--- src/rtl/dff_readout_sequencer.sv ---
// Readout frame sequencer for the DFF error-count serializer:
// snapshot strobe, serializer sync, then a counted chain/bit shift window.
module dff_readout_sequencer #(
    parameter int unsigned NUM_CHAINS     = 20,
    parameter int unsigned BITS_PER_CHAIN = 12,
    parameter int unsigned SAVE_HOLD      = 2,
    parameter int unsigned PERIOD_W       = 24
) (
    input  logic                data_clk,
    input  logic                reset,
    input  logic                read_req,
    input  logic                abort,
    input  logic                auto_en,
    input  logic [PERIOD_W-1:0] auto_period,
    output logic                save_data,
    output logic                ser_reset,
    output logic                frame_active,
    output logic                data_valid,
    output logic [4:0]          chain_idx,
    output logic [3:0]          bit_idx,
    output logic                busy,
    output logic                frame_done,
    output logic                overrun
);

    localparam int unsigned CHAIN_W = 5;
    localparam int unsigned BIT_W   = 4;
    localparam int unsigned HOLD_W  = (SAVE_HOLD > 1) ? $clog2(SAVE_HOLD) : 1;

    localparam logic [CHAIN_W-1:0] LAST_CHAIN = CHAIN_W'(NUM_CHAINS - 1);
    localparam logic [BIT_W-1:0]   LAST_BIT   = BIT_W'(BITS_PER_CHAIN - 1);
    localparam logic [HOLD_W-1:0]  LAST_HOLD  = HOLD_W'(SAVE_HOLD - 1);

    // Reject parameter sets the fixed index widths cannot represent
    if (NUM_CHAINS > 32) begin : g_bad_chains
        $error("dff_readout_sequencer: NUM_CHAINS must not exceed 32");
    end
    if (BITS_PER_CHAIN > 16) begin : g_bad_bits
        $error("dff_readout_sequencer: BITS_PER_CHAIN must not exceed 16");
    end
    if (SAVE_HOLD == 0) begin : g_bad_hold
        $error("dff_readout_sequencer: SAVE_HOLD must be at least 1");
    end

    typedef enum logic [2:0] {
        S_IDLE,
        S_SAVE,
        S_SYNC,
        S_SHIFT,
        S_DONE
    } state_t;

    state_t              state;
    state_t              state_next;
    logic [HOLD_W-1:0]   hold_cnt;
    logic [HOLD_W-1:0]   hold_next;
    logic [CHAIN_W-1:0]  chain_next;
    logic [BIT_W-1:0]    bit_next;
    logic                save_next;
    logic                ser_next;
    logic                active_next;
    logic                done_next;
    logic                overrun_next;

    logic [PERIOD_W-1:0] period_cnt;
    logic                auto_on_c;
    logic                auto_tick_c;
    logic                trigger_c;

    // Auto-trigger timer: free-runs 0..auto_period-1 only while enabled
    assign auto_on_c   = auto_en && (auto_period != '0);
    assign auto_tick_c = auto_on_c && (period_cnt >= (auto_period - PERIOD_W'(1)));
    assign trigger_c   = read_req | auto_tick_c;

    always_ff @(posedge data_clk) begin
        if (reset || !auto_on_c) begin
            period_cnt <= '0;
        end else if (auto_tick_c) begin
            period_cnt <= '0;
        end else begin
            period_cnt <= period_cnt + PERIOD_W'(1);
        end
    end

    // State and registered outputs; reset overrides everything
    always_ff @(posedge data_clk) begin
        if (reset) begin
            state        <= S_IDLE;
            hold_cnt     <= '0;
            chain_idx    <= '0;
            bit_idx      <= '0;
            save_data    <= 1'b0;
            ser_reset    <= 1'b0;
            frame_active <= 1'b0;
            data_valid   <= 1'b0;
            busy         <= 1'b0;
            frame_done   <= 1'b0;
            overrun      <= 1'b0;
        end else begin
            state        <= state_next;
            hold_cnt     <= hold_next;
            chain_idx    <= chain_next;
            bit_idx      <= bit_next;
            save_data    <= save_next;
            ser_reset    <= ser_next;
            frame_active <= active_next;
            data_valid   <= frame_active;
            busy         <= (state_next != S_IDLE);
            frame_done   <= done_next;
            overrun      <= overrun_next;
        end
    end

    // Next state and next registered outputs
    always_comb begin
        state_next   = state;
        hold_next    = hold_cnt;
        chain_next   = chain_idx;
        bit_next     = bit_idx;
        save_next    = 1'b0;
        ser_next     = 1'b0;
        active_next  = 1'b0;
        done_next    = 1'b0;
        overrun_next = overrun;

        if (abort && (state != S_IDLE)) begin
            // Abort drops the frame and re-inits the serializer with one pulse
            state_next = S_IDLE;
            hold_next  = '0;
            chain_next = '0;
            bit_next   = '0;
            ser_next   = 1'b1;
        end else begin
            if (trigger_c && (state != S_IDLE)) begin
                overrun_next = 1'b1;
            end
            case (state)
                S_IDLE: begin
                    if (trigger_c && !abort) begin
                        state_next = S_SAVE;
                        hold_next  = '0;
                        save_next  = 1'b1;
                    end
                end
                S_SAVE: begin
                    if (hold_cnt == LAST_HOLD) begin
                        state_next = S_SYNC;
                        hold_next  = '0;
                        ser_next   = 1'b1;
                    end else begin
                        hold_next = HOLD_W'(hold_cnt + 1'b1);
                        save_next = 1'b1;
                    end
                end
                S_SYNC: begin
                    state_next  = S_SHIFT;
                    chain_next  = '0;
                    bit_next    = '0;
                    active_next = 1'b1;
                end
                S_SHIFT: begin
                    if ((chain_idx == LAST_CHAIN) && (bit_idx == LAST_BIT)) begin
                        state_next = S_DONE;
                        chain_next = '0;
                        bit_next   = '0;
                        done_next  = 1'b1;
                    end else if (bit_idx == LAST_BIT) begin
                        bit_next    = '0;
                        chain_next  = CHAIN_W'(chain_idx + 1'b1);
                        active_next = 1'b1;
                    end else begin
                        bit_next    = BIT_W'(bit_idx + 1'b1);
                        active_next = 1'b1;
                    end
                end
                S_DONE: begin
                    state_next = S_IDLE;
                end
                default: begin
                    state_next = S_IDLE;
                end
            endcase
        end
    end

`ifndef SYNTHESIS
    a_strobe_excl: assert property (@(posedge data_clk) disable iff (reset)
        !(save_data && ser_reset));
    a_active_busy: assert property (@(posedge data_clk) disable iff (reset)
        frame_active |-> busy);
    a_done_idle: assert property (@(posedge data_clk) disable iff (reset)
        frame_done |=> !busy);
`endif

endmodule

--- config.mk ---
export PLATFORM = sky130hd
export DESIGN_NAME = dff_readout_sequencer
export DESIGN_NICKNAME = d
export VERILOG_FILES = /design/src/rtl/dff_readout_sequencer.sv
export SDC_FILE = /design/constraint.sdc
export NUM_CORES = 1
export LEC_CHECK = 0
export BUFFER_PORTS_ARGS = -buffer_cell sky130_fd_sc_hd__buf_2
export CAP_MARGIN = 40
export CELL_PAD_IN_SITES_DETAIL_PLACEMENT = 1
export CELL_PAD_IN_SITES_GLOBAL_PLACEMENT = 1
export CORE_AREA = 4 4 100 102
export CTS_CLUSTER_SIZE = 25
export DETAILED_ROUTE_END_ITERATION = 8
export DIE_AREA = 0 0 104 106
export PLACE_DENSITY_LB_ADDON = 0.1
export SETUP_SLACK_MARGIN = 0.2
export SYNTH_ARGS = -nofsm -noshare
export SYNTH_HDL_FRONTEND = slang
export SYNTH_SLANG_ARGS = --single-unit
--- constraint.sdc ---
create_clock -name data_clk -period 4.4 [get_ports data_clk]
set_clock_uncertainty 0.15 [all_clocks]
set_input_delay 0.66 -clock data_clk [delete_from_list [all_inputs] [get_ports data_clk]]
set_output_delay 0.66 -clock data_clk [all_outputs]
set_load 0.01 [all_outputs]
# Yosys cells after proc, flatten, opt, wreduce, memory -nomap -nowiden
# Index checks and enable logic that the tools add are counted.
# Widths: inputs -> output; s select.
totals:
  ff_bits: 44
  latch_bits: 0
  mem_bits_rw: 0
  romBits: 0
  in_bits: 29
  output_inout_bits: 16
  elab_cells: 72
  n_memories: 0
op_classes:
  add_sub_neg: 5
  multipliers: 0
  n_div: 0
  magnitude_cmp: 1
  n_eq_ne: 7
  shift: 0
  n_mux: 23
  bitwise_logic: 3
  n_reduce_logical: 21
op_table:
  columns: ["operator", "count"]
  rows:
  - ["$add 24x1->24 const B", 1]
  - ["$ge 24x24->1", 1]
  - ["$reduce_bool 24->1", 1]
  - ["$sub 24x1->24 const B", 1]
  - ["$mux 3", 4]
  - ["$pmux 3 s4", 1]
  - ["$mux 5", 2]
  - ["$pmux 5 s2", 1]
  - ["$mux 1", 9]
  - ["$mux 4", 2]
  - ["$pmux 4 s2", 1]
  - ["$eq 3x2->1 const B", 2]
  - ["$logic_and 1x1->1", 6]
  - ["$pmux 1 s2", 3]
  - ["$reduce_and 2->1", 3]
  - ["$reduce_bool 3->1", 2]
  - ["$add 5x1->5 const B", 1]
  - ["$eq 5x5->1 const B", 1]
  - ["$add 4x1->4 const B", 1]
  - ["$eq 4x4->1 const B", 1]
  - ["$reduce_bool 2->1", 2]
  - ["$reduce_or 2->1", 2]
  - ["$eq 3x1->1 const B", 1]
  - ["$logic_not 3->1", 1]
  - ["other kinds (8)", 10]

# Longest topological paths before layout
# Gate-level depths: netlist of run 1.
logic_depth:
  word_depth: 9
  ltp_mapped: 15
  ltp_nobuf: 12

# Worst setup path after synthesis of run 1
# Ideal clock, no wire load.
synth_timing:
  path_type: "input-to-reg"
  startpoint: "input auto_period[17]"
  endpoint: "register period_cnt[20]"
  setup_ps: 62
  arrival_time_ps: 3847
  required_time_ps: 4188
  path_slack_ps: 341
  cell_stages: 12
  path_buffers: 2
  path_cell_list: "or4_4 -> or4_4 -> or3_1 -> xor2_1 -> ha_1 -> nand4_1 -> nor3_1 -> a2111o_1 -> or4b_1 -> buf_6 -> buf_12 -> nor2_2"
synth_between:
  elab_chain_cells: 5
  word_cells_on_any_way: 8
  classes_between: "add/sub: 1; order compare: 1; reduce/logical: 6"
synth_lines:
  columns: ["item", "line_no", "rtl"]
  rows:
  - ["start: declaration", "14", "input logic [PERIOD_W-1:0] auto_period,"]
  - ["branches (longest 4 deep; another with $sub 24x1->24)", null, null]
  - ["$reduce_or 2->1 (no source line) (*)", null, null]
  - ["end signal: assignment", "81", "period_cnt <= period_cnt + PERIOD_W'(1);"]
  - ["end: declaration", "65", "logic [PERIOD_W-1:0] period_cnt;"]
# Mark *: on every way between the ends.
# A chain may end at the register's enable or synchronous reset.

# Worst setup path in the final report of run 1
layout_timing:
  startpoint: "input auto_period[17]"
  endpoint: "register period_cnt[10]"
# Same word-level chain as after synthesis.

==> summary.txt, run 1 <==
Layout
  – Multi-input gate area: 1920 sq um
  – Fill count: 1,112
  – Layout Area Growth over Synthesis: 17.7%
  – Layout cells sized above 1: 20.3%
  – FF/Latch Area: 881 sq um
  – Final Non-Filler Cells: 511
  – Antenna diode count: 0
  – NumNets Final: 456
  – Finished Core Util: 37.3%

Floorplanning
  – # rows: 35
  – DIE AREA: 11,000 sq um
  – I/O pin count: 45
  – Die Y: 106 um
  – Starting density of the core: 31.6%
  – Core area: 9110 sq um
  – DIE WIDTH: 104 um

Clock network
  – Clk_lat worst skew: 300 ps
  – Reg clk slew, reported paths: 90 ps
  – Clock Sinks: 44
  – TritonCTS clock tree: done
  – H-tree levels: 2
  – Longest Clk Path Bufs: 2
  – Post-CTS Setup Bufs: 0
  – Root buffer cell: clkbuf_8
  – CTS buffer count: 5

Power and ir drop
  – Sequential power share: 52.1%
  – Switching pwr: 0.211 mW
  – VDD IR-drop max: 110 uV
  – P per Cell Area: 231 nW/um^2
  – Sw Share: 26.9%
  – Clock power frac: 35.5%
  – Pint: 0.572 mW
  – Combinational power share: 12.5%
  – Leak Pwr: 1.36 nW

Worst setup path
  – Critical path's largest stage delay: 570 ps
  – Crit-path max FO: 18
  – Crit path DAT: 4140 ps
  – Required @ worst endpoint: 4490 ps
  – CP max-delay cell: or4_4
  – Worst-path cell chain: buf_2 -> or4_4 -> or4_4 -> or3_1 -> xor2_1 -> ha_1 -> nand4_1 -> nor3_2 -> a2111o_1 -> or4b_4 -> buf_12 -> nor2_1
  – Worst path bufs/invs: 2
  – Crit path from: auto_period[17]
  – CP top delay family: simple AND/OR/NAND/NOR gates
  – CP startpoint kind: input port
  – CP most frequent cell: or4_4
  – Worst setup EP type: flip-flop
  – R2R Path Start: period_cnt[0]
  – CP Class: in2reg

Yosys
  – Synth async-reset ratio: 0%
  – Synth warn: 0
  – Synth area leaders: dfxtp_1 31%, ha_1 12%, xnor2_1 8.5%
  – Largest area contributor in the netlist: dfxtp_1
  – Most frequent cell after synthesis: nor2_1
  – Sequential share of the synthesized area: 30.6%
  – Post-Syn Area: 2880 sq um
  – Syn Inst Count: 345
  – Seq cells post-synth: 44
  – Yosys cell types: 46
  – Post-synth EDFFs: 0
  – Syn Nets: 402
  – Syn Area/Cell: 8.36 sq um
  – Commonest cells in the netlist: 47 x nor2_1, 44 x dfxtp_1, 28 x ha_1, 28 x xnor2_1, 25 x nand2_1
  – Top-area cell type share of the netlist area: 30.6%
  – Synth Flop Type: dfxtp_1

Run
  – Max cap viols: 0

Global routing
  – Initial antenna violation count: 0
  – GRT overflow: 0
  – Gr usage total: 14.9%
  – First-pass GRT wire length: 13,300 um
  – Vias in the first global route: 2,651
  – Largest net degree at the start of global routing: 19

Placed design
  – Port bufs: 44
  – Dpl hpwl: 6530 um
  – RD Place Congestion: 0.811
  – DP Cell Count: 503
  – Pre-CTS worst setup slack: -102 ps

Drt
  – # DRC: 0
  – Post-DR wirelength/cell: 15.6 um
  – Total Routed Length: 7990 um
  – DR vias/cell: 5.09
  – DRT antenna net count: 0
  – DR pass1 iterations: 4
  – DR vias: 2,603
  – DR iter-0 viols: 64

Timing
  – Fmax: 0.247 GHz
  – Unrepaired setup endpoints after global routing: true
  – Hold Vio Cnt, Final: 0
  – Max Slew Vio Count: 0
  – Hold Slack: 322 ps
  – Final setup fails: 0
  – Final min period: 4060 ps
  – Crit share post-route: 92.2%
  – Post-Route Setup TNS: 0 ps
  – Worst Max-Slew Pin Slew: 816 ps
  – Relative slew slack: 45.1%
  – Final setup margin: 344 ps

Worst hold path
  – Hold Crit Start: frame_active
  – HP Class: reg2reg

Outcome
  – Status: completed
-- worst paths after layout --
| path | to | slack (ps) | cells past startpoint |
|---|---|---|---|
| worst min-delay path | data_valid | 320 | 1 |
| worst max register to register | period_cnt[10] | 1850 | 9 |
| worst min register to register | data_valid | 320 | 1 |
| worst max-delay path | period_cnt[10] | 340 | 12 |
-- power by group through the flow --
stage | Combinational (mW) | Sequential (mW) | Clock [mW]
6_report | 0.0977 | 0.408 | 0.278
4_1_cts | 0.0989 | 0.408 | 0.295
3_5_place_dp | 0.0982 | 0.417 | 0
5_1_grt | 0.111 | 0.409 | 0.311
2_1_floorplan | 0.0569 | 0.415 | 0
3_3_place_gp | 0.0957 | 0.417 | 0
-- worst reg2reg max path: stages (launching register included) --
cell and delay [ps]:
dfxtp_1 400, inv_1 80, ha_1 270, nand2b_1 140, a211oi_1 230, o221ai_1 160, o2111a_1 210, or4b_4 560
buf_12 180, nor2_1 110
-- through the flow --
stage	area, sq um	power, mW
floorplan	2880	0.472
global placement	3280	0.513
detailed placement	3280	0.515
CTS	3370	0.802
global route	3390	0.831
finish	3390	0.783
-- registers in the layout, indices dropped and copies added, names as in the netlist --
| name | cells |
|---|---|
| ser_reset | 1 |
| period_cnt | 24 |
| save_data | 1 |
| overrun | 1 |
| chain_idx | 5 |
| frame_done | 1 |
| busy | 1 |
| frame_active | 1 |
| state | 3 |
| bit_idx | 4 |
| hold_cnt | 1 |
| data_valid | 1 |
-- layer usage --
layer / GRT usage [%] / wire length, um / vias to the layer above
met5: 0 / 0 / -
met4: 4.08 / 80 / 0
met3: 3.46 / 243 / 6
met2: 23.8 / 3650 / 35
met1: 20.2 / 4010 / 1231
li1: - / - / 1331
-- cells by family after synthesis --
kind of cell               count (synthesis)  share of synthesized area, %
and+or+nand+nor                          161                          28.3
adders and majority gates                 28                          12.2
xor gates and xnor gates                  48                          14.6
DFF                                       44                          30.6
AOI/OAI and AO/OA                         44                          10.7
buffers and inverters                     20                          3.69
-- layout make-up --
| class | instances | area share [%] |
|---|---|---|
| timing repair buffer | 56 | 9.51 |
| multi-input combinational | 281 | 56.5 |
| tap | 111 | 4.09 |
| clock inverter | 1 | 0.221 |
| clock buffer | 7 | 2.54 |
| inverter | 11 | 1.22 |
| sequential | 44 | 26.0 |
-- what timing repair did --
action / CTS / global route
endpoints found under the setup margin: 0 / 28
hold buffers: 0 / 0
resized for setup: 0 / 4
hold endpoints to repair: 0 / 0
-- cells in the final DEF (no fill, tap or decap), types with 4 or more instances in the layout --
cell and instances:
clkbuf_8 6, nand3_1 12, xnor2_1 28, nor4_1 6, nor3_1 19, and3_1 6, nor2_1 47, nand2_1 25
xor2_1 20, dfxtp_1 44, ha_1 28, nor2_2 10, buf_2 44, a21oi_1 15, buf_4 11, nand4_1 12
and4_1 4, inv_1 11, o21ai_0 5
No activity file was read; power rests on OpenSTA's default activity.
==> inputs of run 2 (changes only) <==
ABC_AREA = 1   (was not set)
CORE_AREA = 4 4 92 94   (was 4 4 100 102)
DIE_AREA = 0 0 96 98   (was 0 0 104 106)
SKIP_LAST_GASP = 1   (was not set)
==> run 2 against run 1 <==
First-iteration DRC count grew 95%; combinational power shrank 2%; sequential power about the same; critical endpoint unchanged; largest cell class unchanged; highest routed layer unchanged.
==> summary.txt, run 2 <==
Timing
  – Worst Max-Slew Pin Slew: 489 ps (was 816 ps)
  – Hold Vio Cnt, Final: 0 (unchanged)
  – Final min period: 3570 ps (was 4060 ps)
  – Fmax: 0.280 GHz (was 0.247 GHz)
  – Post-Route Setup TNS: 0 ps (unchanged)
  – Crit share post-route: 81.1% (was 92.2%)
  – Max Slew Vio Count: 0 (unchanged)
  – Relative slew slack: 67.1% (was 45.1%)
  – Unrepaired setup endpoints after global routing: false (was true)
  – Final setup fails: 0 (unchanged)

Yosys
  – Most frequent cell after synthesis: nand2_1 (was nor2_1)
  – Syn Inst Count: 443 (was 345)
  – Xor/xnor share of the synthesized area: 8.85% (was 14.6%)
  – Commonest cells in the netlist: 90 x nand2_1, 66 x inv_1, 63 x nor2_1 (was 47 x nor2_1, 44 x dfxtp_1, 28 x ha_1, 28 x xnor2_1, 25 x nand2_1)
  – Sequential share of the synthesized area: 28.7% (was 30.6%)
  – Synth async-reset ratio: 0% (unchanged)
  – Largest area contributor in the netlist: dfxtp_1 (unchanged)
  – Synth Flop Type: dfxtp_1 (unchanged)
  – Synth Area in Adders: 11.4% (was 12.2%)
  – Synth warn: 0 (unchanged)
  – Largest family of logic cells by synthesized area: simple AND/OR/NAND/NOR gates (unchanged)
  – Post-synth EDFFs: 0 (unchanged)
  – Post-Syn Area: 3070 sq um (was 2880 sq um)
  – Compound-Gate Fraction of Synth Area: 7.30% (was 10.7%)
  – Post-synthesis mux area share: 0% (unchanged)
  – Synth area leaders: dfxtp_1 29%, ha_1 11%, nand2_1 11% (was dfxtp_1 31%, ha_1 12%, xnor2_1 8.5%)
  – Post-Synth Simple-Gate Area: 34.8% (was 28.3%)
  – Syn Area/Cell: 6.92 sq um (was 8.36 sq um)
  – Syn Nets: 500 (was 402)
  – Seq cells post-synth: 44 (unchanged)
  – Top-area cell type share of the netlist area: 28.7% (was 30.6%)
  – Yosys cell types: 37 (was 46)

Floorplanning
  – Die Y: 98 um (was 106 um)
  – Core area: 7650 sq um (was 9110 sq um)
  – # rows: 32 (was 35)
  – Starting density of the core: 40.1% (was 31.6%)
  – DIE WIDTH: 96 um (was 104 um)
  – DIE AREA: 9410 sq um (was 11,000 sq um)
  – I/O pin count: 45 (unchanged)

Global routing
  – Initial antenna violation count: 0 (unchanged)
  – Met3 GRT Util: 2.47% (was 3.46%)
  – Met2 Usage GRT: 30.2% (was 23.8%)
  – Top Usage Layer GRT: met2 (unchanged)
  – Vias in the first global route: 3,005 (was 2,651)
  – Met1 Track Usage GR: 21.6% (was 20.2%)
  – GRT overflow: 0 (unchanged)
  – First-pass GRT wire length: 13,200 um (was 13,300 um)
  – Largest net degree at the start of global routing: 25 (was 19)
  – Gr usage total: 17.1% (was 14.9%)

Power and ir drop
  – Sw Share: 23.8% (was 26.9%)
  – Clock power frac: 40.2% (was 35.5%)
  – Pint: 0.640 mW (was 0.572 mW)
  – Sequential power share: 48.4% (was 52.1%)
  – VDD IR-drop max: 178 uV (was 110 uV)
  – P per Cell Area: 238 nW/um^2 (was 231 nW/um^2)
  – Leak Pwr: 1.64 nW (was 1.36 nW)
  – Combinational power share: 11.4% (was 12.5%)
  – Switching pwr: 0.200 mW (was 0.211 mW)

Clock network
  – H-tree levels: 2 (unchanged)
  – CTS buffer count: 5 (unchanged)
  – Reg clk slew, reported paths: 80 ps (was 90 ps)
  – CTS resizes: 0 (unchanged)
  – Post-cts hold buffer count: 0 (unchanged)
  – Clock Sinks: 44 (unchanged)
  – Clk_lat worst skew: 290 ps (was 300 ps)
  – TritonCTS clock tree: done (unchanged)
  – Root buffer cell: clkbuf_8 (unchanged)
  – Longest Clk Path Bufs: 2 (unchanged)
  – Post-CTS Setup Bufs: 0 (unchanged)

Drt
  – Post-DR wirelength/cell: 12.6 um (was 15.6 um)
  – DR pass1 iterations: 4 (unchanged)
  – # DRC: 0 (unchanged)
  – Total Routed Length: 7510 um (was 7990 um)
  – DRT antenna net count: 0 (unchanged)
  – DR iter-0 viols: 125 (was 64)
  – DR vias/cell: 4.88 (was 5.09)
  – DR vias: 2,907 (was 2,603)

Placed design
  – Port bufs: 44 (unchanged)
  – RD Place Congestion: 0.803 (was 0.811)
  – Placed cell area: 3410 sq um (was 3280 sq um)
  – Dpl hpwl: 6260 um (was 6530 um)

Run
  – Max cap viols: 0 (unchanged)

Worst setup path
  – Crit-path max FO: 24 (was 18)
  – Crit path DAT: 3640 ps (was 4140 ps)
  – CP startpoint kind: input port (unchanged)
  – CP most frequent cell: nand2_1 (was or4_4)
  – CP Class: in2reg (unchanged)
  – Critical path's largest stage delay: 350 ps (was 570 ps)
  – Worst setup EP type: flip-flop (unchanged)
  – CP max-delay cell: nor3_2 (was or4_4)
  – Worst-path cell chain: buf_2 -> inv_1 -> ha_1 -> nand2_1 -> nor3_2 -> nand3_1 -> nor3_1 -> nand2_1 -> o21ai_0 -> nand2_1 -> inv_1 -> ha_1 -> nand2_1 -> o21ai_0 -> a21oi_1 -> nand3_1 -> nand2_1 -> nand3_2 -> buf_4 -> nor3b_1 (was buf_2 -> or4_4 -> or4_4 -> or3_1 -> xor2_1 -> ha_1 -> nand4_1 -> nor3_2 -> a2111o_1 -> or4b_4 -> buf_12 -> nor2_1)
  – Required @ worst endpoint: 4470 ps (was 4490 ps)

Layout
  – Layout Area Growth over Synthesis: 15.3% (was 17.7%)
  – Final instance area: 3540 sq um (was 3390 sq um)
  – Largest Register: period_cnt (unchanged)
  – Top Registers: period_cnt: 24 flops, chain_idx: 5 flops, bit_idx: 4 flops (unchanged)
  – Most frequent cells in the layout: 90 x nand2_1, 66 x inv_1, 63 x nor2_1 (was 47 x nor2_1, 44 x dfxtp_1, 44 x buf_2)
  – NumNets Final: 550 (was 456)
  – Most common cell after layout, fill and taps aside: nand2_1 (was nor2_1)
  – Max reg flops: 24 (unchanged)
  – Layout cells sized above 1: 16.2% (was 20.3%)
  – Antenna diode count: 0 (unchanged)

Outcome
  – Status: completed (unchanged)

Worst hold path
  – HP Class: reg2reg (unchanged)
==> run 2: final timing paths <==
kind,start,endpoint,slack [ps],cells past startpoint
worst max-delay path,auto_period[0],period_cnt[10],830,20
worst min-delay path,frame_active,data_valid,280,2
worst max register to register,period_cnt[1],period_cnt[20],2280,12
worst min register to register,frame_active,data_valid,280,2
==> run 2: area by class of cell <==
cell class	instances	area, sq um
flip-flops and latches	44	881
multi-input cells	328	1910
clock buffers	7	96.3
clock inverters	1	30.0
well taps	102	128
fillers	1027	4110
repair buffers	45	228
inverters	69	259
==> run 2: power groups by stage <==
| stage | Clock [mW] | Combinational (mW) | Sequential (mW) |
|---|---|---|---|
| floorplan | 0 | 0.0564 | 0.417 |
| global placement | 0 | 0.0938 | 0.416 |
| detailed placement | 0 | 0.0965 | 0.416 |
| CTS | 0.353 | 0.0975 | 0.407 |
| global route | 0.366 | 0.112 | 0.408 |
| finish | 0.337 | 0.0958 | 0.407 |
==> run 2: cell families (layout without fill, tap and decap cells) <==
| kind of cell | after synthesis | in the layout |
|---|---|---|
| adders and majority gates | 28 | 28 |
| buffers and inverters | 71 | 122 |
| AOI/OAI and AO/OA | 39 | 39 |
| xor gates and xnor gates | 31 | 31 |
| and+or+nand+nor | 230 | 230 |
| DFF | 44 | 44 |
==> run 2: through the flow <==
step	cells	hold WS (ps)	setup slack [ps]	total power [mW]	utilization, %
CTS	596	288	788	0.858	46.2
floorplan	443	290	1220	0.474	-
detailed placement	588	268	474	0.513	44.6
global route	596	303	344	0.886	46.2
finish	596	280	831	0.840	46.2
global placement	588	267	540	0.510	44.6
==> run 2: layer usage <==
metal,routed length (um),share of wire (%)
met5,0,0
met4,72,0.96
met3,261,3.5
met2,3650,49
met1,3530,47
==> run 2: critical path, delay by kind of cell <==
family          cells  cell delay [ps]
compound gates      3              390
simple gates       11             1690
buf+inv             4              460
fa+ha+maj           2              420
==> inputs of run 3 (changes only) <==
clock period = 3.6 ns   (was 4.4 ns; I/O delays follow)
==> run 3 against run 2 <==
Clock power decreased by 4%; sequential power rose by 22%; via count rose by 0.45%; worst hold slack got worse by 8.2 ps; non-clock buffer count up 4; flip-flop and latch count unchanged.
==> summary.txt, run 3 (synthesized netlist as in run 2, its figures left out) <==
Outcome
  – Status: completed (unchanged)

Power and ir drop
  – Pint: 0.694 mW (was 0.640 mW)
  – Clock power frac: 34.4% (was 40.2%)
  – Leak Pwr: 1.66 nW (was 1.64 nW)
  – P per Cell Area: 264 nW/um^2 (was 238 nW/um^2)
  – Sw Share: 26.5% (was 23.8%)
  – Combinational power share: 13.0% (was 11.4%)
  – Switching pwr: 0.250 mW (was 0.200 mW)
  – VDD IR-drop max: 215 uV (was 178 uV)
  – Sequential power share: 52.6% (was 48.4%)

Placed design
  – DP Cell Count: 590 (was 588)
  – RD Place Congestion: 0.795 (was 0.803)
  – Port bufs: 44 (unchanged)
  – Dpl hpwl: 6240 um (was 6260 um)
  – Pre-CTS worst setup slack: 38.5 ps (was 474 ps)

Timing
  – Relative slew slack: 69.2% (was 67.1%)
  – Unrepaired setup endpoints after global routing: false (unchanged)
  – Worst Max-Slew Pin Slew: 459 ps (was 489 ps)
  – Final setup margin: 464 ps (was 831 ps)
  – Final min period: 3140 ps
  – Hold Slack: 271 ps (was 280 ps)
  – Post-Route Setup TNS: 0 ps (unchanged)
  – Crit share post-route: 87.1%
  – Max Slew Vio Count: 0 (unchanged)
  – Hold Vio Cnt, Final: 0 (unchanged)
  – Fmax: 0.319 GHz
  – Final setup fails: 0 (unchanged)

Clock network
  – Reg clk slew, reported paths: 80 ps (about the same)
  – Clock Sinks: 44 (unchanged)
  – Clk_lat worst skew: 300 ps (was 290 ps)
  – TritonCTS clock tree: done (unchanged)
  – Post-cts hold buffer count: 0 (unchanged)
  – Root buffer cell: clkbuf_8 (unchanged)
  – H-tree levels: 2 (unchanged)
  – Longest Clk Path Bufs: 2 (unchanged)
  – CTS buffer count: 5 (unchanged)

Floorplanning
  – Starting density of the core: 40.1% (unchanged)
  – Die Y: 98 um (unchanged)
  – DIE AREA: 9410 sq um (unchanged)
  – # rows: 32 (unchanged)
  – Core area: 7650 sq um (unchanged)
  – DIE WIDTH: 96 um (unchanged)
  – I/O pin count: 45 (unchanged)

Worst setup path
  – Crit path DAT: 3210 ps (was 3640 ps)
  – CP startpoint kind: input port (unchanged)
  – Crit-path max FO: 24 (unchanged)
  – Worst setup EP type: flip-flop (unchanged)
  – CP Class: in2reg (unchanged)
  – Required @ worst endpoint: 3670 ps (was 4470 ps)

Global routing
  – Gr usage total: 17.1% (about the same)
  – GRT overflow: 0 (unchanged)
  – Vias in the first global route: 2,954 (was 3,005)
  – Largest net degree at the start of global routing: 25 (unchanged)
  – Initial antenna violation count: 0 (unchanged)
  – First-pass GRT wire length: 13,100 um (was 13,200 um)

Layout
  – Most common cell after layout, fill and taps aside: nand2_1 (unchanged)
  – Largest Register: period_cnt (unchanged)
  – Fill count: 1,050 (was 1,027)
  – Final Non-Filler Cells: 600 (was 596)
  – Antenna diode count: 0 (unchanged)
  – Layout cells sized above 1: 18.1% (was 16.2%)
  – Top Registers: period_cnt: 24 flops, chain_idx: 5 flops, bit_idx: 4 flops (unchanged)
  – NumNets Final: 554 (was 550)
  – Most frequent cells in the layout: 88 x nand2_1, 66 x inv_1, 61 x nor2_1 (was 90 x nand2_1, 66 x inv_1, 63 x nor2_1)
  – Max reg flops: 24 (unchanged)
  – Layout Area Growth over Synthesis: 16.8% (was 15.3%)

Drt
  – Total Routed Length: 7530 um (was 7510 um)
  – Post-DR wirelength/cell: 12.5 um (was 12.6 um)
  – DR iter-0 viols: 91 (was 125)
  – DR vias/cell: 4.87 (was 4.88)
  – DR vias: 2,920 (was 2,907)
  – DR pass1 iterations: 4 (unchanged)
  – DRT antenna net count: 0 (unchanged)
  – # DRC: 0 (unchanged)

Run
  – Max cap viols: 0 (unchanged)

Worst hold path
  – HP Class: reg2reg (unchanged)
## run 3: cell count changes in the layout (fill, tap and decap cells not counted), sizes merged
cell,change
bufinv,-1
clkbuf,-1
buf,+4
clkinv,+2
## run 3: metrics by stage
stage                     utilization (%)  total power, mW  area, sq um
after floorplan                         -            0.579         3070
after global placement               44.9            0.626         3440
after detailed placement             44.9            0.629         3440
after CTS                            46.2            0.958         3530
after global routing                 46.8            0.999         3580
final                                46.8            0.945         3580
## run 3: critical path, stage by stage
cell	delay, ps
buf_2	120
nor2_1	120
nand2_2	90
nor3_4	190
inv_1	80
nor2_4	120
nand2_2	100
nor2_4	180
nand3_1	120
xnor2_1	160
inv_1	70
ha_1	290
a21oi_1	120
o21ai_0	110
a21oi_1	140
nand3_1	110
nand2_1	100
nand3_2	90
buf_12	180
nor3b_2	170
## run 3: area by class of cell
| cell class | count | area, sq um | area share, % |
|---|---|---|---|
| sequential | 44 | 881 | 24.6 |
| clock buffer | 6 | 82.6 | 2.31 |
| tap | 102 | 128 | 3.56 |
| timing repair buffer | 49 | 270 | 7.55 |
| clock inverter | 2 | 10.0 | 0.280 |
| inverter | 69 | 259 | 7.23 |
| multi-input combinational | 328 | 1950 | 54.5 |
## run 3: layer usage
metal	track usage [%]	share of wire (%)	vias up
li1	-	-	1527
met1	22.2	47	1337
met2	29.7	49	54
met3	2.31	4.2	2
met4	3.94	0.47	0
met5	0	0	-
## run 3: power by group through the flow
stage	clock network [mW]	registers [mW]	logic, mW
3_5_place_dp	0	0.509	0.120
4_1_cts	0.339	0.497	0.122
5_1_grt	0.359	0.499	0.142
6_report	0.325	0.497	0.123
2_1_floorplan	0	0.510	0.0690
3_3_place_gp	0	0.509	0.117
## run 3: timing repair
item | in CTS | in global routing
endpoints found under the hold margin | 0 | 0
gates resized for setup | 0 | 9
endpoints found under the setup margin | 0 | 29
buffers inserted | 0 | 2
## run 3: final timing paths
check | from | to | slack [ps] | cells after the start
setup reg to reg | period_cnt[0] | period_cnt[20] | 1460 | 12
hold reg to reg | frame_active | data_valid | 270 | 2
hold / removal | frame_active | data_valid | 270 | 2
setup / recovery | auto_period[2] | period_cnt[23] | 460 | 20
